**config.mk**
```make
export PLATFORM = sky130hd
export DESIGN_NAME = mux_n_1_rr_flat
export DESIGN_NICKNAME = d
export VERILOG_FILES = /design/src/rtl/mux_n_1_rr_if.sv /design/src/rtl/mux_n_1_rr.sv /design/src/flat_wrapper.sv
export SDC_FILE = /design/constraint.sdc
export NUM_CORES = 1
export LEC_CHECK = 0
export ABC_AREA = 1
export BUFFER_PORTS_ARGS = -buffer_cell sky130_fd_sc_hd__buf_2
export CAP_MARGIN = 20
export CELL_PAD_IN_SITES_DETAIL_PLACEMENT = 0
export CELL_PAD_IN_SITES_GLOBAL_PLACEMENT = 1
export CORE_MARGIN = 2
export CORE_UTILIZATION = 30
export CTS_CLUSTER_SIZE = 25
export DETAILED_ROUTE_END_ITERATION = 8
export GPL_TIMING_DRIVEN = 0
export PLACE_DENSITY = 0.85
export SETUP_SLACK_MARGIN = 0.5
export SLEW_MARGIN = 10
export SYNTH_ARGS = -nofsm -noshare
export SYNTH_HDL_FRONTEND = slang
export SYNTH_SLANG_ARGS = --single-unit
```
**constraint.sdc**
```tcl
create_clock -name clk -period 4.55 [get_ports clk]
set_input_delay 0.455 -clock clk [delete_from_list [all_inputs] [get_ports clk]]
set_output_delay 0.455 -clock clk [all_outputs]
set_load 0.005 [all_outputs]
```
**src/rtl/mux_n_1_rr_if.sv**
```systemverilog
// Bus bundle for mux_n_1_rr: per-lane inputs, select controls and the registered output.
// MUX_N_PARITY_EN adds out_parity to the bundle.
interface mux_n_1_rr_if #(
  parameter int WIDTH    = 8,
  parameter int CHANNELS = 4
);
  localparam int SEL_W = $clog2(CHANNELS);

  logic [CHANNELS*WIDTH-1:0] in_data;
  logic [CHANNELS-1:0]       in_valid;
  logic [CHANNELS-1:0]       in_ready;
  logic                      mode;
  logic [SEL_W-1:0]          sel;
  logic [WIDTH-1:0]          out_data;
  logic [SEL_W-1:0]          out_ch;
  logic                      out_valid;
  logic                      out_ready;
`ifdef MUX_N_PARITY_EN
  logic                      out_parity;

  modport master (
    output in_data, in_valid, mode, sel, out_ready,
    input  in_ready, out_data, out_ch, out_valid, out_parity
  );
  modport slave (
    input  in_data, in_valid, mode, sel, out_ready,
    output in_ready, out_data, out_ch, out_valid, out_parity
  );
`else
  modport master (
    output in_data, in_valid, mode, sel, out_ready,
    input  in_ready, out_data, out_ch, out_valid
  );
  modport slave (
    input  in_data, in_valid, mode, sel, out_ready,
    output in_ready, out_data, out_ch, out_valid
  );
`endif
endinterface

```
**src/rtl/mux_n_1_rr.sv**
```systemverilog
// N:1 mux (fixed select or round-robin) into a single-entry output register; MUX_N_PARITY_EN adds out_parity.
// Latency 1 cycle, 1 word/cycle; in_ready drops whenever the held word is not being popped.
module mux_n_1_rr #(
  parameter int WIDTH    = 8,
  parameter int CHANNELS = 4
) (
  input logic        clk,
  input logic        rst,
  mux_n_1_rr_if.slave bus
);
  localparam int SEL_W = $clog2(CHANNELS);

  logic [WIDTH-1:0]    data_q;
  logic [SEL_W-1:0]    ch_q;
  logic                valid_q;
  logic [SEL_W-1:0]    ptr;
  logic                can_load;
  logic                grant_vld;
  logic [SEL_W-1:0]    grant;
  logic [WIDTH-1:0]    grant_data;
  logic                grant_in_valid;
  logic [CHANNELS-1:0] ready;
  logic                xfer;
  logic [SEL_W-1:0]    ptr_next;
`ifdef MUX_N_PARITY_EN
  logic                parity_q;
`endif

  assign can_load = !valid_q | bus.out_ready;

  // Round-robin picks the valid lane with the smallest distance above ptr (mod CHANNELS).
  always_comb begin
    int best_d;
    int d;
    grant_vld = 1'b0;
    grant     = '0;
    best_d    = CHANNELS;
    d         = 0;
    if (!bus.mode) begin
      if (32'(bus.sel) < CHANNELS) begin
        grant_vld = 1'b1;
        grant     = bus.sel;
      end
    end else begin
      for (int k = 0; k < CHANNELS; k++) begin
        d = k - int'(ptr);
        if (d < 0) d = d + CHANNELS;
        if (bus.in_valid[k] && d < best_d) begin
          best_d    = d;
          grant_vld = 1'b1;
          grant     = SEL_W'(k);
        end
      end
    end
  end

  always_comb begin
    grant_data     = '0;
    grant_in_valid = 1'b0;
    ready          = '0;
    for (int k = 0; k < CHANNELS; k++) begin
      if (grant_vld && grant == SEL_W'(k)) begin
        grant_data     = bus.in_data[k*WIDTH +: WIDTH];
        grant_in_valid = bus.in_valid[k];
        ready[k]       = can_load & !rst;
      end
    end
  end

  assign xfer     = grant_vld & can_load & !rst & grant_in_valid;
  assign ptr_next = (grant == SEL_W'(CHANNELS - 1)) ? '0 : grant + SEL_W'(1);

  always_ff @(posedge clk) begin
    if (rst) begin
      data_q  <= '0;
      ch_q    <= '0;
      valid_q <= 1'b0;
      ptr     <= '0;
    end else begin
      if (xfer) begin
        data_q  <= grant_data;
        ch_q    <= grant;
        valid_q <= 1'b1;
        if (bus.mode) ptr <= ptr_next;
      end else if (valid_q && bus.out_ready) begin
        valid_q <= 1'b0;
      end
    end
  end

`ifdef MUX_N_PARITY_EN
  always_ff @(posedge clk) begin
    if (rst)       parity_q <= 1'b0;
    else if (xfer) parity_q <= ^grant_data;
  end
  assign bus.out_parity = parity_q;
`endif

  assign bus.in_ready  = ready;
  assign bus.out_data  = data_q;
  assign bus.out_ch    = ch_q;
  assign bus.out_valid = valid_q;
endmodule

```
**src/flat_wrapper.sv**
```systemverilog
// flat-port wrapper written by rule: the top's interface ports become plain ports
module mux_n_1_rr_flat 
#(
  parameter int WIDTH    = 8,
  parameter int CHANNELS = 4
)
  (clk, rst, bus_in_data, bus_in_valid, bus_mode, bus_sel, bus_out_ready, bus_in_ready, bus_out_data, bus_out_ch, bus_out_valid);
  mux_n_1_rr_if #(.WIDTH(WIDTH), .CHANNELS(CHANNELS)) bus_i ();
  input logic clk;
  input logic rst;
  input wire logic [$bits(bus_i.in_data)-1:0] bus_in_data;
  input wire logic [$bits(bus_i.in_valid)-1:0] bus_in_valid;
  input wire logic [$bits(bus_i.mode)-1:0] bus_mode;
  input wire logic [$bits(bus_i.sel)-1:0] bus_sel;
  input wire logic [$bits(bus_i.out_ready)-1:0] bus_out_ready;
  output wire logic [$bits(bus_i.in_ready)-1:0] bus_in_ready;
  output wire logic [$bits(bus_i.out_data)-1:0] bus_out_data;
  output wire logic [$bits(bus_i.out_ch)-1:0] bus_out_ch;
  output wire logic [$bits(bus_i.out_valid)-1:0] bus_out_valid;
  assign bus_i.in_data = bus_in_data;
  assign bus_i.in_valid = bus_in_valid;
  assign bus_i.mode = bus_mode;
  assign bus_i.sel = bus_sel;
  assign bus_i.out_ready = bus_out_ready;
  assign bus_in_ready = bus_i.in_ready;
  assign bus_out_data = bus_i.out_data;
  assign bus_out_ch = bus_i.out_ch;
  assign bus_out_valid = bus_i.out_valid;
  mux_n_1_rr #(.WIDTH(WIDTH), .CHANNELS(CHANNELS)) u_core (.clk(clk), .rst(rst), .bus(bus_i));
endmodule
```
# After elaboration in Yosys (flattened, before gate mapping)
# Index checks and enable logic that the tools add are counted.
dict set report word_totals {
  out_inout_bits 15
  in_bits 42
  register_bits 13
  wordCells 81
}
dict set report classes {
  n_bitwise 5
  reduce_logical 14
  eq_ne 3
  muxes 38
  magnitude_cmp 8
  n_addsub 9
}
# op n
set ops {}
lappend ops {{32-bit two-way mux} 14}
lappend ops {{32-bit by 4-bit adder with 32-bit output, second input constant} 4}
lappend ops {{32-bit by 1-bit less-than comparator with 1-bit output, second input constant} 4}
lappend ops {{32-bit less-than comparator} 3}
lappend ops {{32-bit by 4-bit less-than comparator with 1-bit output, second input constant} 1}
lappend ops {{8-bit two-way mux} 4}
lappend ops {{1-bit two-way mux} 16}
lappend ops {{1-bit logical AND} 9}
lappend ops {{2-bit two-way mux} 4}
lappend ops {{1-bit by 2-bit subtractor with 3-bit output, first input constant} 2}
lappend ops {{2-bit by 2-bit subtractor with 3-bit output, first input constant} 2}
lappend ops {{1-bit AND} 4}
lappend ops {{2-bit equality test, second input constant} 2}
lappend ops {{2-bit by 1-bit adder with 2-bit output, second input constant} 1}
lappend ops {{2-bit by 1-bit equality test with 1-bit output, second input constant} 1}
lappend ops {{1-bit logical NOT} 2}
lappend ops {{2-bit logical NOT} 1}
lappend ops {{2-bit AND reduction} 1}
lappend ops {{2-bit nonzero test} 1}
lappend ops {{1-bit OR} 1}

# Longest topological paths before layout
# Gate-level depths: netlist of the first run.
dict set report depth {
  ltp_word 28
  mapped_depth 31
  depth_no_buf 30
}

# Worst setup path before layout of the first run
# No wires, ideal clock.
dict set report synth_timing {
  kind {input port to flip-flop}
  start {input port bus_in_valid[1]}
  end {register u_core.data_q[0] (netlist: u_core.bus.out_data[0])}
  t_required_ns 4.437
  stages 28
  t_arrival_ns 3.287
  path_slack_ns 1.149
  cell_sequence {inv_1 a21oi_1 nand2_1 nand3_1 ha_1 inv_1 nor2_1 nand2_1 nand3_1 nand2_1 o21ai_0 ha_1 a21boi_0 nand2_1 nand3_1 nand2_1 nand2_1 inv_1 ha_1 clkbuf_1 nand2_1 o21ai_2 nand2_2 nand2_4 nand2_4 buf_6 nor2_1 nor2_1}
}
dict set report synth_via {
  elab_chain_len 18
}
# item line
set synth_lines {}
lappend synth_lines {{start, declared} flat_wrapper.sv:12} ;# input wire logic [$bits(bus_i.in_valid)-1:0] bus_in_valid;
lappend synth_lines {{1-bit logical AND *} mux_n_1_rr.sv:48} ;# if (bus.in_valid[k] && d < best_d) begin
lappend synth_lines {{32-bit two-way mux} mux_n_1_rr.sv:48}
lappend synth_lines {{32-bit two-way mux} mux_n_1_rr.sv:39} ;# if (!bus.mode) begin
lappend synth_lines {{32-bit less-than comparator} mux_n_1_rr.sv:48}
lappend synth_lines {{1-bit logical AND} mux_n_1_rr.sv:48}
lappend synth_lines {{32-bit two-way mux} mux_n_1_rr.sv:48}
lappend synth_lines {{32-bit two-way mux} mux_n_1_rr.sv:39}
lappend synth_lines {{32-bit less-than comparator} mux_n_1_rr.sv:48}
lappend synth_lines {{1-bit logical AND} mux_n_1_rr.sv:48}
lappend synth_lines {{2-bit two-way mux *} mux_n_1_rr.sv:48}
lappend synth_lines {{2-bit two-way mux *} mux_n_1_rr.sv:39}
lappend synth_lines {{via u_core.grant[0]} mux_n_1_rr.sv:19} ;# logic [SEL_W-1:0] grant;
lappend synth_lines {{2-bit logical NOT} mux_n_1_rr.sv:62} ;# if (grant_vld && grant == SEL_W'(k)) begin
lappend synth_lines {{1-bit logical AND} mux_n_1_rr.sv:62}
lappend synth_lines {{1-bit two-way mux (4 in a row)} mux_n_1_rr.sv:62}
lappend synth_lines {{1-bit AND} mux_n_1_rr.sv:70} ;# assign xfer = grant_vld & can_load & !rst & grant_in_valid;
lappend synth_lines {{end signal, assigned} mux_n_1_rr.sv:81} ;# data_q <= grant_data;
lappend synth_lines {{end, declared} mux_n_1_rr.sv:13} ;# logic [WIDTH-1:0] data_q;
# The timed path passes the listed nets; every way through them passes the cells marked *. The select of a mux whose other input is x is not followed.
# A chain may end at the register's enable or synchronous reset.

# Worst setup path in the final report of the first run
dict set report layout_timing {
  start {register u_core.ptr[1]}
  end {output port bus_in_ready[1]}
}
dict set report layout_via {
  elab_chain_len 23
}
# item line
set layout_lines {}
lappend layout_lines {{start, declared} mux_n_1_rr.sv:16} ;# logic [SEL_W-1:0] ptr;
lappend layout_lines {{start signal, assigned} mux_n_1_rr.sv:84} ;# if (bus.mode) ptr <= ptr_next;
lappend layout_lines {{1-bit by 2-bit subtractor with 3-bit output} mux_n_1_rr.sv:46} ;# d = k - int'(ptr);
lappend layout_lines {{32-bit by 4-bit adder with 32-bit output / 32-bit by 1-bit less-than comparator with 1-bit output (equally long branches)} mux_n_1_rr.sv:47} ;# if (d < 0) d = d + CHANNELS;
lappend layout_lines {{32-bit two-way mux} mux_n_1_rr.sv:47}
lappend layout_lines {{32-bit two-way mux} mux_n_1_rr.sv:39}
lappend layout_lines {{32-bit by 4-bit less-than comparator with 1-bit output} mux_n_1_rr.sv:48}
lappend layout_lines {{1-bit logical AND} mux_n_1_rr.sv:48}
lappend layout_lines {{32-bit two-way mux} mux_n_1_rr.sv:48}
lappend layout_lines {{32-bit two-way mux} mux_n_1_rr.sv:39}
lappend layout_lines {{[8 not listed]} n/a}
lappend layout_lines {{32-bit less-than comparator} mux_n_1_rr.sv:48}
lappend layout_lines {{1-bit logical AND} mux_n_1_rr.sv:48}
lappend layout_lines {{2-bit two-way mux *} mux_n_1_rr.sv:48}
lappend layout_lines {{2-bit two-way mux *} mux_n_1_rr.sv:39}
lappend layout_lines {{via u_core.grant[0]} mux_n_1_rr.sv:19}
lappend layout_lines {{2-bit by 1-bit equality test with 1-bit output *} mux_n_1_rr.sv:62}
lappend layout_lines {{1-bit logical AND *} mux_n_1_rr.sv:62}
lappend layout_lines {{1-bit two-way mux *} mux_n_1_rr.sv:62}
lappend layout_lines {{end, declared} flat_wrapper.sv:16} ;# output wire logic [$bits(bus_i.in_ready)-1:0] bus_in_ready;
# Marked as above.

==> impl_metrics.tcl, run 1 <==
set metrics [dict create \
    insertion_delay_ps 240 \
    ir_drop_v 0.000218 \
    critPathRequiredTime_ps 4090 \
    ys_seq_area_share_pct 21.7 \
    outcome "completed" \
    cts-root-buf "clkbuf_8" \
    min_path_cells 2 \
    port_buffers 56 \
    cts_made_buffers 3 \
    cp_data_arrival_time_ps 3310 \
    fp-row-count 22 \
    ys.flop_type "dfxtp_1" \
    worst_r2r_path_depth 29 \
    wl_um 3310 \
    dp_hpwl_um 2630 \
    synthCells 192 \
    setup-tns-final_ps 0 \
    clockBufferDepth 2 \
    fillers 429 \
    hold_violations 0 \
    synth.top_cells.by_area "dfxtp_1, nand2_1, nand3_1, nor2_1, o21ai_1" \
    yosysMostFrequentCell "nand2_1" \
    critical_path_class "flop to primary output" \
    synth_cell_type_count 26 \
    wl_per_cell_um 11.0 \
    drv_slew 0 \
    end_kind "primary output" \
    dieArea_mm2 0.00452 \
    r2r_end "u_core.bus.out_data[2]$_SDFFE_PP0P_" \
    hold_path_end "u_core.bus.out_valid$_SDFFE_PP0P_" \
    drive_gt1_share_pct 37.4 \
    synth.cell_area_mm2 0.00120 \
    cts_tree "yes" \
    ios 57 \
    first_iter_violations 66 \
    power.density_mw_per_mm2 296 \
    nNetsFinal 303 \
    yosysTopAreaCell "dfxtp_1" \
    grt_pass1_wl_um 5150 \
    htree_levels 1 \
    critPathMaxFanout 10 \
    die_w_um 67.2 \
    reg2reg_slack_ps 870 \
    gp_congestion 0.742 \
    synth_top_area_share_pct 21.7 \
    grt_usage_pct 14.6 \
    ys_top_cells_by_count "nand2_1, nor2_1, nand3_1, inv_1, o21ai_1" \
    synthArstFlopShare_pct 0 \
    startpoint_type "flop" \
    clock_sinks 13 \
    period_needed_ps 3760 \
    finClkSkew_ps 3.48 \
    syn_area_per_cell_um2 6.24 \
    yosysWarnings 0 \
    max_freq_ghz 0.266 \
    via_count 1432 \
    hold_path.class "primary input to flop" \
    area_growth_pct 37.3 \
    start_util_pct 32.0 \
    grt_max_degree 11 \
    reg2reg_from "u_core.ptr[1]$_SDFFE_PP0P_" \
    synth-edff-count 0 \
    rsz0062_at_grt "false" \
    relSlewSlack_pct 73.4 \
    antenna_found_initial 0 \
    ant_nets 0 \
    die_h_um 67.2 \
    drt-pass1-iter-count 4 \
    ys_ff_latch 13 \
    cts_hold_buffers 0 \
    n_antenna_cell 0 \
    coreArea_mm2 0.00374 \
    stdcell_area_mm2 0.00165 \
    tightest_slew_ps 398 \
    placed_area_mm2 0.00154 \
    maxCapViolations 0 \
    overflow 0 \
    clk_pin_slew_ps 60 \
    min_from "rst" \
    post-route-period-util_pct 82.7 \
    power_leakage_nw 0.883 \
    grt_pass1_vias 1244 \
    synth_nets 240 \
    setup_viol 0 \
    drc 0 \
    via_per_inst 4.74 \
]
-- metal layers --
metal  global-route usage, %  part of all wire [%]  up-vias  wire [µm]
met5                       0                     0        -          0
met1                    19.7                    46      614       1540
met3                    4.17                   8.8        0        292
li1                        -                     -      754          -
met2                    24.3                    45       64       1480
met4                   0.765                     0        0          0
-- area by class of cell --
| type | instances | area (µm²) | area share (%) |
|---|---|---|---|
| inverters | 23 | 86.3 | 5.25 |
| plain buffers | 8 | 66.3 | 4.03 |
| flip-flops and latches | 13 | 262 | 15.9 |
| repair buffers | 58 | 295 | 17.9 |
| well taps | 48 | 60.1 | 3.65 |
| multi-input cells | 148 | 831 | 50.5 |
| clock buffers | 4 | 45.0 | 2.74 |
-- flip-flops by register name, summed over array words and instances, names as in the netlist --
signal	flops
u_core.bus.out_data	8
u_core.bus.out_ch	2
u_core.ptr	2
u_core.bus.out_valid	1
-- stage by stage --
step / hold slack [ps] / setup WS, ps / util, % / instances / power [mW]
floorplan: 475 / 1150 / - / 192 / 0.299
global placement: 473 / 436 / 41.1 / 296 / 0.370
detailed placement: 478 / 457 / 41.1 / 296 / 0.371
CTS: 372 / 526 / 42.5 / 300 / 0.476
global route: 372 / 458 / 44.0 / 302 / 0.530
finish: 378 / 789 / 44.0 / 302 / 0.487
-- worst max-delay path, cell delays in order (launching register included) --
cell      delay [ps]
dfxtp_1          320
inv_2             60
nand2_1          110
inv_1             60
nor2_2           120
nand2_1           60
nand3_1          100
ha_1             230
inv_1             50
nor2_1            40
nand2_1           70
nand3_2           80
nand2_1           70
o21ai_1           60
ha_1             280
a21boi_0         210
nand2_1           90
nand3_2           90
nand2_1           60
nand2_2          130
inv_1             80
ha_1             220
clkbuf_4         190
nand2_1          110
nor2_1            50
buf_2            120
-- cells by family after synthesis --
family                   synth area share, %
buffers and inverters                   12.2
adder cells (fa/ha/maj)                 6.26
AND/OR/NAND/NOR                         42.8
flip-flops                              21.7
AO/OA/AOI/OAI                           17.0
-- power by group --
group / total [mW] / leakage, nW / switching [mW] / internal, mW
Clock: 0.102 / 0.0228 / 0.0405 / 0.0618
Sequential: 0.139 / 0.107 / 0.00780 / 0.131
Combinational: 0.246 / 0.753 / 0.143 / 0.103
Total: 0.487 / 0.883 / 0.192 / 0.295
-- how the worst max path moves through the flow --
stage,startpoint,to,slack (ps),depth (start not counted)
after floorplan,bus_in_valid[1],u_core.bus.out_data[0]$_SDFFE_PP0P_,1150,28
after global placement,bus_in_valid[1],u_core.bus.out_data[0]$_SDFFE_PP0P_,440,28
after detailed placement,bus_in_valid[1],u_core.bus.out_data[2]$_SDFFE_PP0P_,460,28
after CTS,u_core.ptr[1]$_SDFFE_PP0P_,bus_in_ready[2],530,24
after global routing,u_core.ptr[1]$_SDFFE_PP0P_,bus_in_ready[1],460,25
final,u_core.ptr[1]$_SDFFE_PP0P_,bus_in_ready[1],790,25
-- layout by cell type, fill, tap and decap left out, types with 2 or more instances in the layout --
| master | synthesis | routed |
|---|---|---|
| ha_1 | 6 | 5 |
| nand2_4 | 3 | 4 |
| inv_1 | 20 | 19 |
| nand3_2 | 2 | 4 |
| a21oi_2 | 1 | 2 |
| a21oi_1 | 6 | 5 |
| dfxtp_1 | 13 | 12 |
| clkbuf_1 | 2 | 2 |
| nand3_1 | 21 | 19 |
| nand2_1 | 37 | 35 |
| nand2_2 | 4 | 5 |
| buf_4 | 0 | 3 |
| clkbuf_8 | 0 | 3 |
| nor2_2 | 1 | 2 |
| buf_2 | 3 | 58 |
| nand4_1 | 8 | 8 |
| buf_6 | 2 | 2 |
| o21ai_1 | 16 | 17 |
| nor2_1 | 28 | 27 |
| o21ai_0 | 9 | 8 |
| inv_2 | 3 | 4 |
-- repair_timing --
item,4_1_cts,5_1_grt
pin swaps,0,1
resized for setup,3,13
hold endpoints to repair,0,0
buffers inserted,0,2
setup endpoints to repair,2,17
Note: power is estimated with default switching activity, not from simulation.
==> inputs of run 2 (changes only) <==
- ABC_AREA: 1 -> 0
- CORE_UTILIZATION: 30 -> 28
- PLACE_DENSITY: 0.85 -> 0.82
- clock period: 4.55 -> 3.3 ns (I/O delays scaled with it)
==> impl_metrics.tcl, run 2 <==
set metrics [dict create \
    clockBufferDepth 2 \
    dieArea_mm2 0.00435 \
    tightest_slew_ps 406 \
    cts_made_buffers 3 \
    synth_cell_type_count 39 \
    yosysWarnings 0 \
    final_common_cell "buf_2" \
    wl_per_cell_um 13.8 \
    post-route-period-util_pct 114 \
    clk_pin_slew_ps 60 \
    synth.cell_area_mm2 0.00107 \
    period_needed_ps 3770 \
    outcome "finished, violations left" \
    final_util_pct 53.3 \
    final_cells 265 \
    synth.top_cells.by_area "dfxtp_1, nor2b_1, ha_1, nand3b_1, a221oi_1" \
    grt_pass1_vias 1238 \
    drc 0 \
    ys.flop_type "dfxtp_1" \
    cts_tree "yes" \
    grt_usage_pct 15.6 \
    maxCapViolations 0 \
    relSlewSlack_pct 72.8 \
    start_util_pct 29.3 \
    ys_ff_latch 13 \
    ys_seq_area_share_pct 24.2 \
    hold_path.class "primary input to flop" \
    worst_slack_ps -467 \
    via_count 1315 \
    fillers 349 \
    drt-pass1-iter-count 4 \
    clock_sinks 13 \
    critPathMaxFanout 4 \
    antenna_found_initial 0 \
    reg2reg_slack_ps -470 \
    wl_um 3640 \
    final_cell_mix "buf_2, buf_4, nor2b_1, dfxtp_1" \
    reg2reg_from "u_core.ptr[1]$_SDFFE_PP0P_" \
    coreArea_mm2 0.00366 \
    ios 57 \
    synthArstFlopShare_pct 0 \
    area_growth_pct 81.8 \
    power_leakage_nw 0.852 \
    yosysTopAreaCell "dfxtp_1" \
    via_per_inst 4.96 \
    grt_max_degree 11 \
    cts_hold_buffers 0 \
    drive_gt1_share_pct 62.7 \
    hold_path_end "u_core.bus.out_data[1]$_SDFFE_PP0P_" \
    critPathRequiredTime_ps 3430 \
    end_kind "flop" \
    min_from "bus_in_data[25]" \
    first_iter_violations 63 \
    place_inst 234 \
    worst_r2r_path_depth 17 \
    synth_nets 180 \
    synthCells 132 \
    multiInputGateArea_um2 961 \
    synth_top_area_share_pct 24.2 \
    seqCellArea_um2 268 \
    gp_congestion 0.748 \
    min_path_cells 3 \
    grt_pass1_wl_um 5360 \
    die_h_um 65.9 \
    max_freq_ghz 0.265 \
    synth-edff-count 0 \
    overflow 0 \
    n_antenna_cell 0 \
    startpoint_type "flop" \
    largest_reg_flops 8 \
    nNetsFinal 266 \
    critical_path_class "flop to flop" \
    insertion_delay_ps 240 \
    fp-row-count 22 \
    finClkSkew_ps 3.00 \
    violations "setup timing" \
    rsz0062_at_grt "true" \
    cp_data_arrival_time_ps 3890 \
    yosysMostFrequentCell "nor2b_1" \
    port_buffers 54 \
    die_w_um 65.9 \
    cts-root-buf "clkbuf_8" \
    drv_slew 0 \
    dp_hpwl_um 2470 \
    ys_top_cells_by_count "nor2b_1, dfxtp_1, a21oi_1, nand3b_1" \
    power.density_mw_per_mm2 511 \
    hold_violations 0 \
    ir_drop_v 0.000224 \
    r2r_end "u_core.ptr[0]$_SDFFE_PP0P_" \
    htree_levels 1 \
    syn_area_per_cell_um2 8.13 \
    setup_viol 17 \
    ant_nets 0 \
]
run 2: cell count changes after synthesis, moves of 8 or more:
| cell | delta |
|---|---|
| nand3_1 | -20 |
| nor2_1 | -22 |
| nand3b_1 | +10 |
| nand4_1 | -8 |
| nand2_1 | -35 |
| nor3_1 | +9 |
| a221oi_1 | +8 |
| inv_1 | -18 |
| nor2b_1 | +14 |
run 2: power breakdown:
part / total, mW / switching, mW / internal (mW)
logic: 0.638 / 0.284 / 0.354
registers: 0.217 / 0.0219 / 0.195
clock network: 0.142 / 0.0569 / 0.0852
total: 0.997 / 0.363 / 0.635
run 2: worst max path at each step:
stage | from | endpoint | slack [ps] | depth (start not counted)
after floorplan | bus_in_valid[0] | u_core.bus.out_data[6]$_SDFFE_PP0P_ | -450 | 23
after global placement | bus_in_valid[1] | u_core.bus.out_data[2]$_SDFFE_PP0P_ | -850 | 22
after detailed placement | bus_in_valid[1] | u_core.bus.out_data[2]$_SDFFE_PP0P_ | -860 | 22
after CTS | u_core.ptr[0]$_SDFFE_PP0P_ | u_core.ptr[0]$_SDFFE_PP0P_ | -460 | 19
after global routing | u_core.ptr[1]$_SDFFE_PP0P_ | u_core.bus.out_data[3]$_SDFFE_PP0P_ | -620 | 20
final | u_core.ptr[1]$_SDFFE_PP0P_ | u_core.ptr[0]$_SDFFE_PP0P_ | -470 | 17
run 2: routing by layer:
layer | share of wire (%) | track usage, % | wire (µm)
met1 | 43 | 18.5 | 1560
met2 | 50 | 28.9 | 1810
met3 | 7.5 | 4.60 | 274
met4 | 0 | 0.781 | 0
met5 | 0 | 0 | 0
run 2: area by class of cell:
type,count,share of cell area (%)
multi-input combinational,107,49.2
timing repair buffer,81,25.8
sequential,13,13.7
buffer,10,5.51
tap,48,3.08
clock buffer,4,2.31
inverter,2,0.385
run 2: logic make-up after synthesis:
family	Yosys count	share of synthesized area [%]
flops	13	24.2
xor+xnor	1	0.816
buf+inv	12	6.06
fa+ha+maj	6	6.99
simple gates	54	31.7
compound gates	43	27.3
mux	3	2.91
run 2: what timing repair did:
item / in CTS / in global routing
cloned: 1 / 0
setup endpoints to repair: 17 / 17
gates resized for setup: 26 / 21
buffers inserted: 17 / 9
pin swaps: 14 / 19
run 2: through the flow:
| stage | setup slack (ps) | hold slack [ps] | power (mW) | TNS (ps) | cell area [µm²] |
|---|---|---|---|---|---|
| 2_1_floorplan | -452 | 470 | 0.512 | -5180 | 1160 |
| 3_3_place_gp | -847 | 466 | 0.638 | -11460 | 1490 |
| 3_5_place_dp | -858 | 469 | 0.642 | -11560 | 1490 |
| 4_1_cts | -464 | 353 | 0.906 | -6720 | 1780 |
| 5_1_grt | -618 | 355 | 1.07 | -9690 | 1950 |
| 6_report | -467 | 349 | 0.997 | -6920 | 1950 |
run 2: critical path, stage by stage (launching register included):
cell      delay, ps
dfxtp_4         360
o31a_4          360
ha_4            290
o22ai_4          80
o21ai_2         190
nor2_1           60
a21o_1          190
ha_4            180
and4b_1         250
a22oi_2          70
buf_4           150
a31oi_4         210
inv_2            90
ha_4            190
nand3b_1        190
a211oi_4        310
nand3_2         160
mux2_4          330
